===== src/rtl/reg_file.sv =====
// MIPS general-purpose register file: 32 x 32-bit, two combinational read ports, one write port.
// Register 0 is hardwired to zero; an optional bypass forwards a same-cycle write to the readers.
module reg_file #(
  parameter int unsigned DATA_WIDTH = 32,
  parameter int unsigned ADDR_WIDTH = 5,
  parameter bit          BYPASS     = 1'b1
) (
  input  logic                  clk,
  input  logic                  reset_n,
  input  logic [ADDR_WIDTH-1:0] readReg1,
  input  logic [ADDR_WIDTH-1:0] readReg2,
  input  logic [ADDR_WIDTH-1:0] writeReg,
  input  logic [DATA_WIDTH-1:0] writeData,
  input  logic                  regWrite,
  output logic [DATA_WIDTH-1:0] readData1,
  output logic [DATA_WIDTH-1:0] readData2
);

  localparam int unsigned DEPTH = 2 ** ADDR_WIDTH;

  logic [DATA_WIDTH-1:0] regs [DEPTH];
  logic                  wr_active_c;

  // A write only counts outside reset and never targets r0.
  assign wr_active_c = reset_n && regWrite && (writeReg != '0);

  // Storage: cleared asynchronously, written on the rising edge.
  always_ff @(posedge clk or negedge reset_n) begin
    if (!reset_n) begin
      for (int unsigned i = 0; i < DEPTH; i++) begin
        regs[i] <= '0;
      end
    end else if (wr_active_c) begin
      regs[writeReg] <= writeData;
    end
  end

  // Read port 1: r0 and reset force zero; bypass gives write-before-read.
  always_comb begin
    readData1 = '0;
    if (reset_n && (readReg1 != '0)) begin
      readData1 = regs[readReg1];
      if (BYPASS && wr_active_c && (writeReg == readReg1)) begin
        readData1 = writeData;
      end
    end
  end

  // Read port 2: same rules as port 1.
  always_comb begin
    readData2 = '0;
    if (reset_n && (readReg2 != '0)) begin
      readData2 = regs[readReg2];
      if (BYPASS && wr_active_c && (writeReg == readReg2)) begin
        readData2 = writeData;
      end
    end
  end

endmodule

===== config.mk =====
export PLATFORM = sky130hd
export DESIGN_NAME = reg_file
export DESIGN_NICKNAME = d
export VERILOG_FILES = /design/src/rtl/reg_file.sv
export SDC_FILE = /design/constraint.sdc
export NUM_CORES = 2
export LEC_CHECK = 0
export BUFFER_PORTS_ARGS = -buffer_cell sky130_fd_sc_hd__clkbuf_2
export CAP_MARGIN = 20
export CORE_ASPECT_RATIO = 1.5
export CORE_MARGIN = 5
export CORE_UTILIZATION = 64
export DETAILED_ROUTE_END_ITERATION = 10
export PLACE_DENSITY = 0.86
export SLEW_MARGIN = 20
export SYNTH_ARGS = -nofsm -noshare
export SYNTH_HDL_FRONTEND = slang
export SYNTH_SLANG_ARGS = --single-unit

===== constraint.sdc =====
create_clock -name clk -period 2.3 [get_ports clk]
set_input_delay 0.115 -clock clk [delete_from_list [all_inputs] [get_ports clk]]
set_output_delay 0.115 -clock clk [all_outputs]
set_load 0.01 [all_outputs]

==> results_dict.tcl <==
set metrics [dict create \
    netlist_instances 3828 \
    antenna_found_initial 9 \
    die-area_mm2 0.09234 \
    status "finished, violations left" \
    finalSetupTns_ns -17.22 \
    cp.depth 5 \
    timing.final.crit_share_pct 118.1 \
    ir_drop_mv 0.5899 \
    final_cells 5147 \
    synth.distinct_cells 44 \
    grt_pass1_wl_um 267200 \
    hold_violations 0 \
    routed_wl_um 179600 \
    violations "negative setup slack" \
    core_area_mm2 0.08605 \
    internal-power_mw 34.20 \
    largest_reg_flops 1024 \
    synth_area_mm2 0.05520 \
    rows 132 \
    worst_pin_slew_ns 0.9699 \
    path_buf_inv 1 \
    combinationalPowerShare_pct 18.6 \
    final_area_mm2 0.06277 \
    final_antenna_net_count 0 \
    final_nets 3983 \
    globalplace.congestion 0.8866 \
    finalSetupViolations 64 \
    seqPwrFrac_pct 47.3 \
    synthToLayoutAreaGrowth_pct 13.71 \
    cts-root-buf "clkbuf_16" \
    power.leakage_nw 28.72 \
    nFillCells 4840 \
    crit_family "compound AO/OA/AOI/OAI gates" \
    max_stage_delay_ns 0.53 \
    rsz0062_at_grt "yes" \
    ys_seq_area_share_pct 46.42 \
    regMostFlops "regs" \
    path_class "reg -> out" \
    wire_per_inst_um 34.89 \
    place_ws_ns -0.08602 \
    vias 39507 \
    drt_iter0_drc 5413 \
    fin_worst_skew_ns 0 \
    overflow 0 \
    required_ns 2.18 \
    drt_first_pass_iters 6 \
    power_density_mw_per_mm2 750.9 \
    path_max_fanout 3 \
    clock-sinks 1024 \
    regArea_mm2 0.02562 \
    crit_slowest_cell "mux4_2" \
    place_area_mm2 0.05856 \
    cts_buffers 92 \
    hold-path-cell-count 2 \
    endpoint_kind "primary output" \
    fin_ws_ns -0.4155 \
    maxCapViolations 0 \
    place.detailed.instances 4908 \
    track_usage_pct 38.56 \
    tritoncts "done" \
    switching_share_pct 27.43 \
    min_to "regs[487]" \
    slew_headroom_pct 35.34 \
    multiInputGateArea_mm2 0.02825 \
    viasPerCell 7.676 \
    hp-class "in -> reg" \
    drc 0 \
    synth_warnings 0 \
    biggestRegsByFlops "regs x1024" \
    start_util_pct 64.15 \
    cp_data_arrival_time_ns 2.60 \
    path_clk_slew_ns 0.06 \
    place_hpwl_um 104600 \
    p_switching_mw 12.93 \
    rr_worst_depth 3 \
    slew_violations 0 \
    fmax_mhz 368.3 \
    drive_above_1_share_pct 52.66 \
    die_w_um 249.8 \
    synth_fp_nets 3878 \
    num_io_pins 114 \
    worstReg2RegEnd "regs[105]" \
    postSynthAreaPerCell_um2 14.42 \
    crit_start "regs[830]" \
    clkPwrFrac_pct 34.2 \
    synth_seq_cells 1024 \
    period_minus_slack_ns 2.716 \
    grt_max_degree 184 \
    hold_start "writeData[7]" \
    port_buffers 113 \
    die_y_um 369.7 \
    worst_skew_pair.late_latency_ns 0.69 \
    cts_buffer_depth 3 \
    reg2reg_setup_slack_ns 1.23 \
    htree_levels 3 \
    grt_pass1_vias 41981 \
    power_mw 47.13 \
    r2r_start "regs[105]" \
    worstPathCellList "mux4_2 > a2111oi_4 > a31oi_1 > a32o_2 > buf_6" \
    start_kind "register" \
]
[cell usage after synthesis, drive strengths merged]
master / count / area (µm²)
nand3b: 1 / 7.510
nor2b: 39 / 244.0
nand2: 111 / 416.7
mux4: 385 / 8671
a211oi: 32 / 240.2
nand3: 11 / 55.05
clkbuf: 231 / 867.1
or4: 1 / 11.26
a31oi: 1 / 6.260
o311ai: 1 / 8.760
xor2: 3 / 26.28
nor2: 19 / 73.82
mux2i: 287 / 2873
a32o: 32 / 320.3
a221o: 32 / 320.3
inv: 2 / 7.510
o31ai: 1 / 7.510
xnor2: 7 / 61.31
o211a: 1 / 10.01
a221oi: 64 / 560.5
buf: 212 / 1207
o221ai: 63 / 551.8
dfrtp: 1024 / 25620
a22oi: 64 / 480.5
a2111oi: 1 / 8.760
and3: 2 / 12.51
nand2b: 3 / 18.77
a21oi: 127 / 635.6
or2: 1 / 6.260
and2: 1 / 6.260
or3b: 1 / 8.760
o21ai: 1 / 8.760
o21bai: 33 / 247.7
mux2: 1023 / 11520
or3: 1 / 6.260
nor4: 2 / 12.51
nor3: 8 / 56.31
[cells by family after synthesis]
logic type                after synthesis  synth area share [%]
muxes                                1695                 41.78
DFF                                  1024                 46.42
AOI/OAI and AO/OA                     453                 6.172
buffers and inverters                 445                 3.772
and+or+nand+nor                       201                 1.695
xor gates and xnor gates               10                0.1587
[power by group through the flow]
stage | Sequential [mW] | Clock (mW) | Combinational, mW
3_5_place_dp | 22.4 | 0 | 8.04
3_3_place_gp | 22.2 | 0 | 7.72
4_1_cts | 22.1 | 16.1 | 8.49
5_1_grt | 22.4 | 16.9 | 9.26
6_report | 22.3 | 16.1 | 8.76
2_1_floorplan | 21.7 | 0 | 5.91
[worst register-to-register path, stage by stage (launching register included)]
cell	delay, ns
dfrtp_1	0.43
buf_4	0.16
buf_4	0.12
mux2_2	0.25
[worst max-delay path by stage]
stage	to	slack (ns)
finish	readData1[30]	-0.42
global route	readData2[0]	-0.43
CTS	readData1[30]	-0.42
detailed placement	readData2[9]	-0.09
global placement	readData2[13]	-0.07
floorplan	readData2[0]	0.41
[stage by stage]
step / utilization (%) / hold WS, ns
floorplan: - / -0.1806
global placement: 68.06 / 0.2166
detailed placement: 68.06 / 0.2221
CTS: 72.52 / 0.08891
global route: 72.93 / 0.1580
finish: 72.94 / 0.1233
[layout make-up]
class                           instances  area share, %
Antenna cell                            7        0.02791
Multi-Input combinational cell       2359          45.01
Clock buffer                          137          4.378
Timing Repair Buffer                  454          6.981
Clock inverter                         25         0.4984
Inverter                                2        0.01196
Tap cell                             1139          2.271
Sequential cell                      1024          40.83
[per-layer routing]
layer | vias up | share of wire [%] | track usage, %
li1 | 15034 | - | -
met3 | 1042 | 12 | 11.78
met4 | 4 | 8.9 | 27.87
met5 | - | 0.018 | 0
met2 | 3101 | 46 | 59.84
met1 | 20326 | 33 | 45.93
[timing repair]
action | 4_1_cts | 5_1_grt
hold buffers | 2 | 0
gates resized for setup | 98 | 77
endpoints found under the hold margin | 194 | 0
buffers inserted | 56 | 12
setup endpoints to repair | 64 | 64
pin swaps | 74 | 40
[layout by cell type (no fill, tap or decap), drive strengths merged, types with 2 or more instances in the layout]
master / count
dfrtp: 1024
xor2: 3
o221ai: 63
mux2i: 287
nor2b: 39
clkinv: 16
a221o: 32
mux4: 385
nand3: 11
inv: 2
clkbuf: 222
nor3: 8
xnor2: 7
nor4: 2
mux2: 1023
a32o: 32
nor2: 19
dlygate4sd3: 2
a221oi: 64
and3: 2
a22oi: 64
nand2: 111
bufinv: 7
clkinvlp: 2
o21bai: 33
a21oi: 127
a211oi: 32
buf: 367
nand2b: 3
diode: 7
No activity file was read; power rests on OpenSTA's default activity.
